$ cat src/rtl/seg_scan_driver.sv
// Time-multiplexed seven-segment scan driver with double-buffered digit load.
// Optional leading-zero blanking is enabled with `define SEG_SCAN_BLANK_EN.
module seg_scan_driver #(
  parameter int DIGITS   = 4,
  parameter int PRESCALE = 1000,
  parameter int GUARD    = 2
)(
  input  logic                  clk,
  input  logic                  rst,
  input  logic                  load,
  input  logic [4*DIGITS-1:0]   digits_in,
  input  logic                  over_in,
  output logic                  ready,
  output logic [6:0]            seg,
  output logic [DIGITS-1:0]     an,
  output logic                  ovf_led,
  output logic                  frame_done
);
  localparam int CW = $clog2(PRESCALE);
  localparam int IW = $clog2(DIGITS);

  typedef enum logic {S_GUARD, S_DRIVE} state_t;

  state_t              state_q, state_d;
  logic [CW-1:0]       cnt_q, cnt_d;
  logic [IW-1:0]       idx_q, idx_d;
  logic [4*DIGITS-1:0] pend_q, pend_d, act_q, act_d;
  logic                pend_vld_q, pend_vld_d, povf_q, povf_d, ovf_q, ovf_d;
  logic                rdy_q, rdy_d, fd_q, fd_d;
  logic [6:0]          seg_q, seg_d;
  logic [DIGITS-1:0]   an_q, an_d;
  logic                slot_end, frame_end, accept, commit, lit;
  logic [3:0]          nib;

  function automatic logic [6:0] hex7(input logic [3:0] v);
    case (v)
      4'h0: hex7 = 7'b0111111;  4'h1: hex7 = 7'b0000110;
      4'h2: hex7 = 7'b1011011;  4'h3: hex7 = 7'b1001111;
      4'h4: hex7 = 7'b1100110;  4'h5: hex7 = 7'b1101101;
      4'h6: hex7 = 7'b1111101;  4'h7: hex7 = 7'b0000111;
      4'h8: hex7 = 7'b1111111;  4'h9: hex7 = 7'b1101111;
      4'hA: hex7 = 7'b1110111;  4'hB: hex7 = 7'b1111100;
      4'hC: hex7 = 7'b0111001;  4'hD: hex7 = 7'b1011110;
      4'hE: hex7 = 7'b1111001;  default: hex7 = 7'b1110001;
    endcase
  endfunction

  assign slot_end  = (cnt_q == CW'(PRESCALE-1));
  assign frame_end = slot_end && (idx_q == IW'(DIGITS-1));
  assign accept    = load && rdy_q;
  assign commit    = frame_end && pend_vld_q;
  assign nib       = act_q[4*idx_q +: 4];

`ifdef SEG_SCAN_BLANK_EN
  // Mask is derived from the pending buffer so it lands together with the commit.
  logic [DIGITS-1:0] blank_q, blank_d;
  always_comb begin
    logic nz;
    nz      = 1'b0;
    blank_d = '0;
    for (int k = DIGITS-1; k > 0; k--) begin
      nz         = nz | (|pend_q[4*k +: 4]);
      blank_d[k] = ~nz;
    end
  end
  always_ff @(posedge clk or posedge rst) begin
    if (rst)         blank_q <= {{(DIGITS-1){1'b1}}, 1'b0};
    else if (commit) blank_q <= blank_d;
  end
  assign lit = ~blank_q[idx_q];
`else
  assign lit = 1'b1;
`endif

  always_comb begin
    cnt_d      = cnt_q + 1'b1;
    idx_d      = idx_q;
    pend_d     = pend_q;
    povf_d     = povf_q;
    pend_vld_d = pend_vld_q;
    act_d      = act_q;
    ovf_d      = ovf_q;
    state_d    = state_q;
    seg_d      = '0;
    an_d       = '0;
    if (slot_end) begin
      cnt_d = '0;
      idx_d = (idx_q == IW'(DIGITS-1)) ? '0 : idx_q + 1'b1;
    end
    if (commit) begin
      act_d      = pend_q;
      ovf_d      = povf_q;
      pend_vld_d = 1'b0;
    end
    // accept and commit are exclusive: ready is low whenever pending is full
    if (accept) begin
      pend_d     = digits_in;
      povf_d     = over_in;
      pend_vld_d = 1'b1;
    end
    case (state_q)
      S_GUARD: if (cnt_q == CW'(GUARD-1)) state_d = S_DRIVE;
      S_DRIVE: if (slot_end)              state_d = S_GUARD;
      default:                            state_d = S_GUARD;
    endcase
    if (state_q == S_DRIVE) begin
      an_d[idx_q] = 1'b1;
      if (lit) seg_d = hex7(nib);
    end
    rdy_d = ~pend_vld_d;
    fd_d  = frame_end;
  end

  always_ff @(posedge clk or posedge rst) begin
    if (rst) begin
      state_q    <= S_GUARD;
      cnt_q      <= '0;
      idx_q      <= '0;
      pend_q     <= '0;
      povf_q     <= 1'b0;
      pend_vld_q <= 1'b0;
      act_q      <= '0;
      ovf_q      <= 1'b0;
      rdy_q      <= 1'b1;
      fd_q       <= 1'b0;
      seg_q      <= '0;
      an_q       <= '0;
    end else begin
      state_q    <= state_d;
      cnt_q      <= cnt_d;
      idx_q      <= idx_d;
      pend_q     <= pend_d;
      povf_q     <= povf_d;
      pend_vld_q <= pend_vld_d;
      act_q      <= act_d;
      ovf_q      <= ovf_d;
      rdy_q      <= rdy_d;
      fd_q       <= fd_d;
      seg_q      <= seg_d;
      an_q       <= an_d;
    end
  end

  assign ready      = rdy_q;
  assign seg        = seg_q;
  assign an         = an_q;
  assign ovf_led    = ovf_q;
  assign frame_done = fd_q;
endmodule
$ cat config.mk
export PLATFORM = sky130hd
export DESIGN_NAME = seg_scan_driver
export DESIGN_NICKNAME = d
export VERILOG_FILES = /design/src/rtl/seg_scan_driver.sv
export SDC_FILE = /design/constraint.sdc
export NUM_CORES = 1
export LEC_CHECK = 0
export CAP_MARGIN = 20
export CORE_ASPECT_RATIO = 0.75
export CORE_UTILIZATION = 55
export CTS_CLUSTER_DIAMETER = 50
export CTS_CLUSTER_SIZE = 25
export DETAILED_ROUTE_END_ITERATION = 12
export GPL_TIMING_DRIVEN = 0
export PLACE_DENSITY = 0.87
export SETUP_SLACK_MARGIN = 0.3
export SLEW_MARGIN = 20
export SYNTH_ARGS = -nofsm -noshare
export SYNTH_HDL_FRONTEND = slang
export SYNTH_SLANG_ARGS = --single-unit
$ cat constraint.sdc
create_clock -name clk -period 2.6 [get_ports clk]
set_clock_uncertainty 0.05 [all_clocks]
set_input_delay 0.65 -clock clk [delete_from_list [all_inputs] [get_ports clk]]
set_output_delay 0.65 -clock clk [all_outputs]
set_load 0.01 [all_outputs]
---- Word-level counts from Yosys, hierarchy flattened ----
Memories as Yosys holds them, arrays and structs flattened.
Index checks and enable logic that the tools add are counted.
W data, S select, Z words.
operators by class
  add/subtract/negate cells ............... 2
  $lt $le $gt $ge ......................... 2
  equality and inequality tests ........... 3
  shift-type cells ........................ 1
  muxes and demuxes ....................... 11
  bitwise operators ....................... 2
  reduce and logical (&&, ||, !) cells .... 4
operators by type and width
  kind                     number
  $shiftx A16 B5 Y4        1
  $add A10 B1 Y10 const B  1
  $eq A10 B1 Y1 const B    1
  $eq A10 B10 Y1 const B   1
  $mux W10                 1
  $mux W7                  1
  $mux W1                  5
  $logic_and A1 B1 Y1      4
  $mux W4                  1
  $lt A2 B3 Y1 const B     1
  $add A2 B1 Y2 const B    1
  $demux W1 S2             1
  $eq A2 B2 Y1 const B     1
  $ge A2 B1 Y1 const B     1
  $mux W2                  1
  $not A1 Y1               2
  $pmux W1 S2              1
word-level totals
  bits in registers ....................... 61
  memory bits (read-only) ................. 112
  input port bits ......................... 20
  output and inout bits ................... 14
  word-level logic and storage cells ...... 38
  memories ................................ 1
memory list
  memory           depth  width  read ports  clocked after memory_dff  wr ports  RTL line  RTL
  (no name shown)  16     7      1           0                         0         36        case (v)

---- Depth between registers and ports, before layout ----
  depth in word-level cells ............... 6
  gate-level depth with buffers ........... 7
  gate-level depth less buffers ........... 6

---- Worst setup path before layout ----
Ideal clock, no wire load.
  path type ............................... register -> register
  from .................................... register idx_q[0]
  to ...................................... register seg_q[3], in the netlist seg[3]
  arrival time ............................ 1,985 ps
  path slack .............................. 492 ps
  stages on the path, launching flop included .. 8
  path buffers ............................ 1
  period minus slack after synthesis ...... 2,108 ps
  path through ............................ dfrtp_1 -> buf_6 -> mux4_1 -> inv_1 -> ha_1 -> inv_1 -> mux4_2 -> nor2b_1
on the way
  word-level cells in the longest chain between the ends .. 3
RTL lines
  element                 RTL line  RTL
  start, declared         26        logic [IW-1:0] idx_q, idx_d;
  start signal, assigned  131       idx_q <= idx_d;
  $shiftx A16 B5 Y4       52        assign nib = act_q[4*idx_q +: 4];
  $mem_v2 Z16 W7          n/a
  $mux W7                 106       if (state_q == S_DRIVE) begin
  via seg_d[3]            30        logic [6:0] seg_q, seg_d;
  end signal, assigned    139       seg_q <= seg_d;
  end, declared           30
The timed path passes the listed nets, and every way through them passes these cells.
A chain may end at the register's enable or synchronous reset.

---- Worst setup path after layout ----
  from .................................... input port load
  to ...................................... register pend_q[14]
on the way
  word-level cells in the longest chain between the ends .. 1
RTL lines
  element               RTL line  RTL
  start, declared       10        input logic load,
  $logic_and A1 B1 Y1   50        assign accept = load && rdy_q;
  end signal, assigned  132       pend_q <= pend_d;
  end, declared         27        logic [4*DIGITS-1:0] pend_q, pend_d, act_q, act_d;
Every way passes these cells.

==> impl_results.md <==
- Core Area: 4620 sq um
- Multi-input combinational cell area: 1120 sq um
- Initial core utilization: 0.591
- Status: finished, final reports clean
- Placement Rows: 21
- IO Port Bufs: 33
- Min cycle time layout: 2.19 ns
- Post-Syn Area per Cell: 13.4 sq um
- Fin Setup TNS: 0 ns
- Clk sinks: 61
- Most common cell after layout, fill and taps aside: dfrtp_1
- Worst R2R Path Depth: 7
- Max cap viols: 0
- Total congestion overflow: 0
- Clock-pin slew on the worst setup and hold paths: 0.06 ns
- Fin cells: 310
- Ant diodes: 0
- 1st-pass router iterations: 4
- Final Slew Violations: 0
- Synth Area in Adders: 0.0549
- Fin util: 0.728
- Combinational family with the most area after synthesis: multiplexers
- Pwr Density: 634 nW/um^2
- Fill cell count: 324
- Number of synthesized flops with an enable pin: 0
- Post-synthesis compound-gate area fraction: 0.0499
- Post-Synth XOR/XNOR Area: 0.0160
- Die Wd: 83.4 microns
- Die height: 63.1 microns
- Post-synthesis cell type count: 42
- Yosys Warn Count: 0
- Initial antenna violation count: 0
- Reg-to-reg startpoint: idx_q[0]
- Final hold vios: 0
- CTS tree: built
- Leakage power: 1.51 nW
- Gate Count Post-Synth: 204
- Routed WL per cell: 15.8 microns
- Vias in the first global route: 1760
- Die area: 5260 sq um
- CTS root buf: clkbuf_8
- Final ANT Viol Nets: 0
- Asr flop ratio synth: 1.00
- Max clock buf depth: 2
- Post-DR vias/cell: 5.46
- Commonest non-fill, non-tap cells in the layout: dfrtp_1, clkdlybuf4s50_1, mux2_2
- Max Fclk: 456 MHz
- Worst hold stages: 1
- FF+latch area: 1530 sq um
- RSZ-0062 raised after global routing: false
- Worst setup SP type: input port
- Period utilisation layout: 0.844
- Crit-path max FO: 10
- HP Start: pend_vld_q
- Worst EP required: 2.77 ns
- Seq/Total Area, Yosys: 0.559
- Yosys reg bits: 61
- Peak supply drop: 512 uV
- Mux cell area share after synthesis: 0.196
- Tightest Hold Check Type: register to register
- Crit path kind: input port to register
- Synth Area in Simple Gates: 0.0942
- Post-CTS setup buffers: 0
- Pwr Total: 2.13 mW
- Setup-failing EPs final: 0
- Nets: 281
- Relative slew margins: 0.601
- Boundary pin count: 34
- Slew of the pin with the lowest slew margin: 0.599 ns
- Initial drt markers: 64
- Largest net degree at the start of global routing: 45
- Worst setup EP type: register
- Detailed-route via count: 1692
- Number of remaining DRC errors: 0
- Max H-tree Level: 3
- Cell Area, Synth: 2740 sq um
- Detailed placement HPWL: 3460 microns
- Main synth FF type: dfrtp_1
- CTS buffer count: 9
- Critical path launch point: load
- Layout cells sized above 1: 0.233
- Routed wire length: 4900 microns
- Worst-Skew Late Latency: 0.34 ns
- Synth-to-Final Area Change: 23.0%
- First-pass GRT wire length: 8580 microns
- Synth Net Count: 236
- GRT Overall Usage: 0.221
- CP Data Arrival Time: 2.37 ns
- Post-Place Cells: 295
- GPL Wtd Cong: 0.822
[final cells by class]
| type | count | share of cell area |
|---|---|---|
| tap | 57 | 0.0212 |
| buffer | 8 | 0.0149 |
| timing repair buffer | 34 | 0.104 |
| clock inverter | 5 | 0.0223 |
| multi-input combinational | 126 | 0.332 |
| sequential | 61 | 0.454 |
| clock buffer | 10 | 0.0409 |
| inverter | 9 | 0.0108 |
[synthesized netlist by cell type, drive strengths merged (3+ instances only)]
library cell,number,share of area
nor2,9,0.012
o21ai,6,0.011
mux2,36,0.15
xor2,3,0.0096
dfrtp,60,0.55
ha,12,0.055
nand3,4,0.0073
nand2,11,0.015
mux4,5,0.044
clkbuf,4,0.0055
inv,9,0.012
buf,4,0.013
a21oi,6,0.011
and2,6,0.014
[worst max-delay path, cell delays in order]
cell and delay (ns):
clkdlybuf4s50_1 0.43, nand2_1 0.35, clkbuf_1 0.52, mux2_2 0.41
[per-layer routing]
layer  global-route usage  share of wire  wire, microns  vias up
met5                    0              0              0        -
li1                     -              -              -      812
met1                0.275           0.44           2170      832
met3               0.0917          0.051            248        8
met4               0.0742          0.013             64        0
met2                0.356           0.49           2420       40
[where the power goes]
group          leakage [nW]  internal [mW]  switching (mW)
Sequential            0.750           1.03          0.0458
Combinational         0.648         0.0939          0.0505
Clock                 0.112          0.555           0.354
[registers in the layout, indices dropped and copies added, names as in the netlist]
name,flops
act_q,16
pend_q,16
cnt_q,10
seg,7
an,4
idx_q,2
frame_done,1
ovf_led,1
pend_vld_q,1
povf_q,1
ready,1
state_q,1
[logic make-up (layout without fill, tap and decap cells)]
logic type,count (synthesis),after routing
fa+ha+maj,12,12
compound gates,21,21
buf+inv,17,66
xor+xnor,5,5
mux,42,42
simple gates,46,46
flops,61,61
[path summary, 6_finish.rpt]
| kind | to | slack, ns |
|---|---|---|
| max | pend_q[14] | 0.41 |
| min | ready | 0.42 |
| max reg2reg | seg[3] | 0.44 |
| min reg2reg | ready | 0.42 |
| max in group asynchronous | ready | 1.40 |
| min in group asynchronous | act_q[0] | 0.54 |
[metrics by stage]
| step | area, sq um | hold slack (ns) | setup slack (ns) |
|---|---|---|---|
| after floorplan | 2740 | 0.362 | 0.389 |
| after global placement | 3140 | 0.401 | -0.632 |
| after detailed placement | 3160 | 0.390 | 0.0297 |
| after CTS | 3370 | 0.410 | 0.305 |
| after global routing | 3360 | 0.449 | 0.301 |
| final | 3360 | 0.416 | 0.406 |
[what timing repair did]
item | 4_1_cts | 5_1_grt
gates resized for setup | 0 | 3
hold buffers | 0 | 0
setup endpoints to repair | 0 | 1
Power figures use the tool's default switching activity.
==> edit: new RTL, same flow settings <==
Build with the macro `SEG_SCAN_BLANK_EN` defined.
--- a/src/rtl/seg_scan_driver.sv
+++ b/src/rtl/seg_scan_driver.sv
@@ -1,5 +1,7 @@
 // Time-multiplexed seven-segment scan driver with double-buffered digit load.
 // Optional leading-zero blanking is enabled with `define SEG_SCAN_BLANK_EN.
+`define SEG_SCAN_BLANK_EN
+
 module seg_scan_driver #(
   parameter int DIGITS   = 4,
   parameter int PRESCALE = 1000,
Formal check against the unedited RTL: no difference found for any inputs over 10 cycles, from zero or initial values and one cycle with rst high; that may be too few to reach the edited logic, so the function may still have changed.
==> edit against the original RTL <==
- wire length is 4.5% higher
- total power is 4.5% higher
- area after synthesis is 5.6% higher
- worst setup slack better by 0.043 ns
- core utilization is 1.4 points lower
- sequential cell count is 3 higher
- final area is 5.7% higher
- highest routed layer unchanged
==> edit: results (changes against the original RTL) <==
metric	value	unit	change
wire length per cell after detailed routing	14.8	um	-6.1%
arrival time worst endpoint	2.32	ns	-0.05 ns
IR drop worst, VDD	0.507	mV	-1.1%
net switching power figure	485	uW	+7.7%
Final GP Congestion	0.844		+2.7%
outcome	completed		
number of different library cells in the post-synthesis netlist	41		-2.4%
top post-synthesis cells by area	sky130_fd_sc_hd__dfrtp_1 52%, sky130_fd_sc_hd__mux2_2 14%, sky130_fd_sc_hd__ha_1 5.2%		
routed via count divided by cell count	5.37		-1.7%
post-synthesis share of cell area spent on full adders, half adders and majority gates	5.20	%	-0.29 points
fillcell total	354		+9.3%
XOR/XNOR Fraction of Synth Area	1.82	%	+0.22 points
dominant delay contributor by cell family on the critical path	multiplexers		
Critical Path Slowest Stage Cell	sky130_fd_sc_hd__mux4_2		
hpwl dp	3.45	mm	-0.42%
Compound-Gate Fraction of Synth Area	5.89	%	+0.91 points
combinational cell power	150	uW	+4%
share of the yosys chip area belonging to registers	55.6	%	-0.22 points
total track usage	21.9	%	-0.29 points
first-pass GRT wire length	8.93	mm	+4.0%
instance area at placement	0.00334	sq mm	+5.7%
DRT iter0 DRCs	78		+22%
Leak Pwr	1.57	nW	+4.1%
most frequent cells after synthesis	60 x sky130_fd_sc_hd__dfrtp_1, 36 x sky130_fd_sc_hd__mux2_2, 17 x sky130_fd_sc_hd__nor2_1		
final cell count without fillers	345		+11%
transition time at the pin with the least slew margin	0.557	ns	-0.0415 ns
portion of total power attributed to sequential cells	51.2	%	+0.6 points
Crit Path Max Fanout	5		-5
post-placement cell count	329		+12%
==> edit: per-stage QoR <==
stage / hold WS (ns) / worst slack (ns)
floorplan: 0.362 / 0.309
global placement: 0.402 / -0.712
detailed placement: 0.408 / 0.145
CTS: 0.422 / 0.327
global route: 0.440 / 0.357
finish: 0.427 / 0.449
==> edit: timing repair <==
action	in CTS	in global routing
endpoints found under the hold margin	0	0
resized for setup	0	5
setup endpoints to repair	0	3
==> edit: kinds of logic after synthesis <==
group,Yosys count
xor+xnor,6
compound gates,24
simple gates,55
mux,44
flops,64
buf+inv,18
fa+ha+maj,12
==> edit: cell type report <==
class	count	area (sq um)	area share, %
clock inverters	5	80.1	2.25
inverters	10	40.0	1.13
flip-flops and latches	64	1610	45.2
well taps	72	90.1	2.53
plain buffers	8	48.8	1.37
multi-input cells	141	1190	33.5
repair buffers	34	358	10.1
clock buffers	11	141	3.98
==> edit: layer usage <==
layer  routed length [um]  vias to the layer above  GRT usage [%]
met5                    0                        -              0
met4                   57                        0           6.25
met3                  241                        7           8.41
met2                 2530                       43           36.0
met1                 2290                      925           27.1
li1                     -                      876              -
==> edit: worst paths after layout <==
| check | from | to | slack [ns] |
|---|---|---|---|
| max | idx_q[0]$_DFFE_PP0N_ | seg[3]$_DFF_PP0_ | 0.45 |
| min | pend_vld_q$_DFF_PP0_ | ready$_DFF_PP1_ | 0.43 |
| max reg2reg | idx_q[0]$_DFFE_PP0N_ | seg[3]$_DFF_PP0_ | 0.45 |
| min reg2reg | pend_vld_q$_DFF_PP0_ | ready$_DFF_PP1_ | 0.43 |
| max in group asynchronous | rst | ready$_DFF_PP1_ | 1.47 |
| min in group asynchronous | rst | pend_q[2]$_DFFE_PP0P_ | 0.50 |
